**src/rtl/fetch_stage_ctrl.sv**
```systemverilog
// IF-stage controller: program counter, IF/ID pipeline register, stall/redirect
// handling and saturating stall/flush statistics with a sticky long-stall flag.
module fetch_stage_ctrl (
  input  logic        clk,
  input  logic        reset,
  input  logic        stall,
  input  logic        idflush,
  input  logic        branch_taken,
  input  logic [31:0] branch_target,
  input  logic        jump,
  input  logic [31:0] jump_target,
  input  logic [31:0] imem_rdata,
  output logic [31:0] pc_out,
  output logic [31:0] if_id_instr,
  output logic [31:0] if_id_pc4,
  output logic        if_id_valid,
  output logic        ctrl_bubble,
  output logic [15:0] stall_count,
  output logic [15:0] flush_count,
  output logic        stall_err
);

  localparam logic [3:0] StallRunLimit = 4'd8;

  logic [31:0] pc_q, pc_d;
  logic [31:0] instr_q, instr_d;
  logic [31:0] pc4_q, pc4_d;
  logic        valid_q, valid_d;
  logic [15:0] stall_cnt_q, stall_cnt_d;
  logic [15:0] flush_cnt_q, flush_cnt_d;
  logic [3:0]  run_q, run_d;
  logic        err_q, err_d;
  logic [31:0] pc_plus4;
  logic        redirect;

  // Wraps naturally modulo 2^32.
  assign pc_plus4 = pc_q + 32'd4;
  assign redirect = !stall && (branch_taken || jump);

  always_comb begin
    pc_d    = pc_q;
    instr_d = instr_q;
    pc4_d   = pc4_q;
    valid_d = valid_q;
    if (stall) begin
      // Hold everything; redirects wait until the stall clears.
    end else if (branch_taken) begin
      pc_d    = branch_target;
      instr_d = '0;
      pc4_d   = '0;
      valid_d = 1'b0;
    end else if (jump) begin
      pc_d    = jump_target;
      instr_d = '0;
      pc4_d   = '0;
      valid_d = 1'b0;
    end else begin
      pc_d    = pc_plus4;
      instr_d = imem_rdata;
      pc4_d   = pc_plus4;
      valid_d = 1'b1;
    end
  end

  always_comb begin
    stall_cnt_d = stall_cnt_q;
    flush_cnt_d = flush_cnt_q;
    run_d       = '0;
    if (stall) begin
      if (stall_cnt_q != 16'hFFFF) stall_cnt_d = stall_cnt_q + 16'd1;
      // Run counter saturates so very long stalls cannot wrap it.
      run_d = (run_q == 4'hF) ? run_q : run_q + 4'd1;
    end
    if (redirect && (flush_cnt_q != 16'hFFFF)) flush_cnt_d = flush_cnt_q + 16'd1;
    err_d = err_q || (run_d == StallRunLimit);
  end

  always_ff @(posedge clk) begin
    if (reset) begin
      pc_q        <= '0;
      instr_q     <= '0;
      pc4_q       <= '0;
      valid_q     <= 1'b0;
      stall_cnt_q <= '0;
      flush_cnt_q <= '0;
      run_q       <= '0;
      err_q       <= 1'b0;
    end else begin
      pc_q        <= pc_d;
      instr_q     <= instr_d;
      pc4_q       <= pc4_d;
      valid_q     <= valid_d;
      stall_cnt_q <= stall_cnt_d;
      flush_cnt_q <= flush_cnt_d;
      run_q       <= run_d;
      err_q       <= err_d;
    end
  end

  assign pc_out      = pc_q;
  assign if_id_instr = instr_q;
  assign if_id_pc4   = pc4_q;
  assign if_id_valid = valid_q;
  assign ctrl_bubble = idflush || !valid_q;
  assign stall_count = stall_cnt_q;
  assign flush_count = flush_cnt_q;
  assign stall_err   = err_q;

endmodule

```
**config.mk**
```make
export PLATFORM = sky130hd
export DESIGN_NAME = fetch_stage_ctrl
export DESIGN_NICKNAME = d
export VERILOG_FILES = /design/src/rtl/fetch_stage_ctrl.sv
export SDC_FILE = /design/constraint.sdc
export NUM_CORES = 1
export LEC_CHECK = 0
export BUFFER_PORTS_ARGS = -buffer_cell sky130_fd_sc_hd__buf_2
export CORE_ASPECT_RATIO = 2
export CORE_MARGIN = 2
export CORE_UTILIZATION = 51
export DETAILED_ROUTE_END_ITERATION = 8
export PLACE_DENSITY = 0.83
export SYNTH_ARGS = -nofsm -noshare
export SYNTH_HDL_FRONTEND = slang
export SYNTH_SLANG_ARGS = --single-unit
```
**constraint.sdc**
```tcl
create_clock -name clk -period 2.6 [get_ports clk]
set_input_delay 0.13 -clock clk [delete_from_list [all_inputs] [get_ports clk]]
set_output_delay 0.13 -clock clk [all_outputs]
set_load 0.02 [all_outputs]
```
# Word level (Yosys, flattened, before mapping)
# Index checks and enable logic that the tools add are counted.
[word_totals]
out_inout_bits = 131
ff_bits = 134
[classes]
n_eq_ne = 4
addsub = 4
n_reduce_logical = 8
muxes = 10
[op_table]
columns = ["op", "count"]
rows = [
  ["$mux W32", 6],
  ["$add A16 B1 Y16 const B", 2],
  ["$add A32 B3 Y32 const B", 1],
  ["$ne A16 B16 Y1 const B", 2],
  ["$eq A4 B4 Y1 const B", 2],
  ["$mux W4", 2],
  ["$add A4 B1 Y4 const B", 1],
  ["$logic_or A1 B1 Y1", 3],
  ["$logic_and A1 B1 Y1", 2],
  ["$logic_not A1 Y1", 2],
  ["$mux W1", 2],
  ["$reduce_and A2 Y1", 1],
]

# Longest topological paths before layout
[depth]
word_depth = 5
ltp_mapped = 8
depth_no_buf = 5

# Worst setup path after synthesis
# Ideal clock, no wire load.
[synth_path]
kind = "flip-flop to flip-flop"
startpoint = "register pc_q[2] (netlist: pc_out[2])"
endpoint = "register pc_q[8] (netlist: pc_out[8])"
setup_ps = 122
path_stages_with_launch = 6
arrival_ps = 1841
period_less_slack_ps = 1963
path_buffers = 0
t_required_ps = 2478
setup_slack_ps = 637
path_cell_list = "dfxtp_1 ha_1 nand3_1 o21a_1 o311a_1 o311a_1"
[synth_between]
elab_chain_len = 3
[synth_rtl]
columns = ["item", "line_no", "rtl"]
rows = [
  ["start: declaration", "25", "logic [31:0] pc_q, pc_d;"],
  ["start signal: assignment", "89", "pc_q <= pc_d;"],
  ["$add A32 B3 Y32", "37", "assign pc_plus4 = pc_q + 32'd4;"],
  ["$mux W32", "52", "end else if (jump) begin"],
  ["$mux W32", "47", "end else if (branch_taken) begin"],
]
# No other way between the ends.
# A chain may end at the register's enable or synchronous reset.

# Worst setup path after layout
[layout_path]
startpoint = "register pc_q[3] (netlist: pc_out[3])"
endpoint = "register pc_q[30] (netlist: pc_out[30])"
# Same word-level chain as after synthesis.

==> impl_metrics.json <==
{
  "status": "finished clean",
  "max-slew-margin-rel": 0.528,
  "worstPathMaxFanout": 19,
  "netlist_top_cells_area": "dfxtp_1, nand3_1, nand2_1",
  "async_reset_ff_frac": 0,
  "grt_max_degree": 66,
  "gp_congestion": 0.947,
  "skew_ns": 0.0108,
  "synth_common_cells": "dfxtp_1, nand2_1, nand3_1",
  "irDropWorstVdd_mv": 0.616,
  "whs_ns": 0.00749,
  "clock_latency_ns": 0.41,
  "row_count": 59,
  "yosysMostFrequentCell": "dfxtp_1",
  "worst_setup_path_end_kind": "flop",
  "nNetsFinal": 1172,
  "worstPathRequired_ns": 2.86,
  "numCtsBuffers": 17,
  "antenna_found_initial": 1,
  "clkTransAtPathRegs_ns": 0.06,
  "syn_area_per_cell_sq_um": 8.13,
  "syn_inst": 833,
  "grt.overflow.total": 0,
  "hp-class": "in -> reg",
  "path_class": "reg -> reg",
  "start_util": 0.521,
  "root_buffer": "clkbuf_16",
  "p_per_area_nw_per_um2": 603,
  "min_period_ns": 2.26,
  "drcViolationCount": 0,
  "synth_edf_count": 0,
  "clockBufferDepth": 2,
  "fin_crit_sh": 0.869,
  "htree_levels": 4,
  "synth_cell_types": 66,
  "routed_wl_um": 23500,
  "grtUsageTotal": 0.321,
  "p_leak_nw": 3.84,
  "vias_per_cell": 6.17,
  "grt_pass1_wl_um": 36900,
  "ios": 233,
  "worst_pin_slew_ns": 0.706,
  "core_sq_um": 13000,
  "dp_worst_setup_slack_ns": 0.401,
  "die-area_sq_um": 14300,
  "yosys_warnings": 0,
  "layout-drive-gt1-share": 0.296,
  "hold_violations": 0,
  "yosysTopAreaCell": "dfxtp_1",
  "wl_per_cell_um": 19.1,
  "finalSetupViolCount": 0,
  "critical_path_arrival_ns": 2.52,
  "slew_viol_final": 0,
  "maxCapViolCount": 0,
  "dpl.hpwl_um": 15900,
  "drtAntennaViolNets": 0,
  "cp_cell_sequence": "ha_1, and3_1, nand4_2, o311ai_0, o211ai_1",
  "slowest_delay_ns": 0.56,
  "dieHeight_um": 167,
  "synthFlopType": "dfxtp_1",
  "drt_iter0_markers": 401,
  "cts_tree": "done",
  "vias": 7605,
  "finalSetupTns_ns": 0,
  "portBuffers": 232,
  "synth.top_cell.area_share": 0.396,
  "synth-seq-cells": 134,
  "dr.pass1.iters": 7,
  "setup_ws_ns": 0.340,
  "die_w_um": 85.5,
  "start_kind": "flop",
  "max_freq_mhz": 442,
  "grt_pass1_vias": 7416,
  "syn2layout_area_growth_pct": 31.9,
  "fillers": 1098,
  "clock-sinks": 134,
  "synthesis.area_sq_um": 6770,
  "slowest_stage": "o311ai_0",
  "r2r_slack_ns": 0.34,
  "rsz0062_at_grt": "false",
  "ys_seq_area_frac": 0.396,
  "syn-num-nets": 939
}
-- registers in the layout, summed over array words and instances (netlist names) --
register     flops
if_id_instr     32
pc_out          32
if_id_pc4       32
stall_err        1
run_q            4
if_id_valid      1
flush_count     16
stall_count     16
-- metal layers --
metal / track usage / up-vias / share of wire
met5: 0 / - / 0
met4: 0.203 / 0 / 0.058
met3: 0.0595 / 96 / 0.067
met2: 0.577 / 377 / 0.53
met1: 0.331 / 3568 / 0.34
li1: - / 3564 / -
-- layout by cell type (no fill, tap or decap), types with 6 or more instances in the layout --
cell	netlist	final
nand4_1	22	22
a221o_1	9	9
o21ai_0	24	24
o31ai_1	10	10
dfxtp_1	134	134
buf_2	10	231
dlygate4sd3_1	0	32
and3_1	13	13
xnor2_1	8	8
inv_1	9	8
a31oi_1	6	6
a221oi_1	7	7
nand2b_1	6	6
and4_1	11	11
nor2_1	51	50
buf_4	2	21
or4_1	14	14
nand3_1	78	78
clkbuf_16	0	17
nor3_1	13	13
nor4_1	9	9
and2_1	7	7
mux2i_1	6	6
o211ai_1	29	29
nand2_1	102	102
a21oi_1	71	71
nor2b_1	19	18
mux2_2	19	19
a211oi_1	8	8
-- layout make-up --
type,count,area (sq um),area share
Multi-Input combinational cell,618,3750,0.420
Sequential cell,134,2680,0.300
Timing Repair Buffer,284,1630,0.183
Clock buffer,18,439,0.0492
Tap cell,152,190,0.0213
Clock inverter,14,186,0.0209
Inverter,11,41.3,0.00462
Antenna cell,2,5.00,0.000560
-- through the flow --
stage	power, W	utilization	std cells	area (sq um)
floorplan	0.00257	-	833	6770
global placement	0.00281	0.614	1167	7980
detailed placement	0.00281	0.614	1167	7980
CTS	0.00540	0.687	1231	8920
global route	0.00556	0.687	1232	8930
finish	0.00539	0.687	1233	8930
-- critical path, delay by kind of cell (launching register included) --
| kind | cells | cell delay [ns] |
|---|---|---|
| AND/OR/NAND/NOR | 2 | 0.68 |
| AO/OA/AOI/OAI | 2 | 0.74 |
| adder cells (fa/ha/maj) | 1 | 0.28 |
| flip-flops | 1 | 0.41 |
-- repair_timing --
action	CTS	global route
endpoints found under the hold margin	32	0
hold buffers	32	0
gates resized for setup	0	0
setup buffers	0	0
-- where the power goes --
group / switching [W] / internal (W)
Sequential: 0.0000853 / 0.00212
Combinational: 0.000372 / 0.000248
Clock: 0.00100 / 0.00156
-- worst paths after layout --
check | from | end | cells past startpoint
worst min register to register | if_id_pc4[7] | if_id_pc4[7] | 2
worst max register to register | pc_out[3] | pc_out[30] | 5
worst min-delay path | branch_target[12] | pc_out[12] | 3
worst max-delay path | pc_out[3] | pc_out[30] | 5
-- logic make-up (layout without fill, tap and decap cells) --
group / after synthesis / count (layout) / synth area share
compound gates: 212 / 212 / 0.211
xor+xnor: 10 / 10 / 0.0129
fa+ha+maj: 4 / 4 / 0.00739
buf+inv: 81 / 327 / 0.0514
flops: 134 / 134 / 0.396
mux: 25 / 25 / 0.0405
other cells: 0 / 2 / 0
simple gates: 367 / 367 / 0.281
Note: power is estimated with default switching activity, not from simulation.
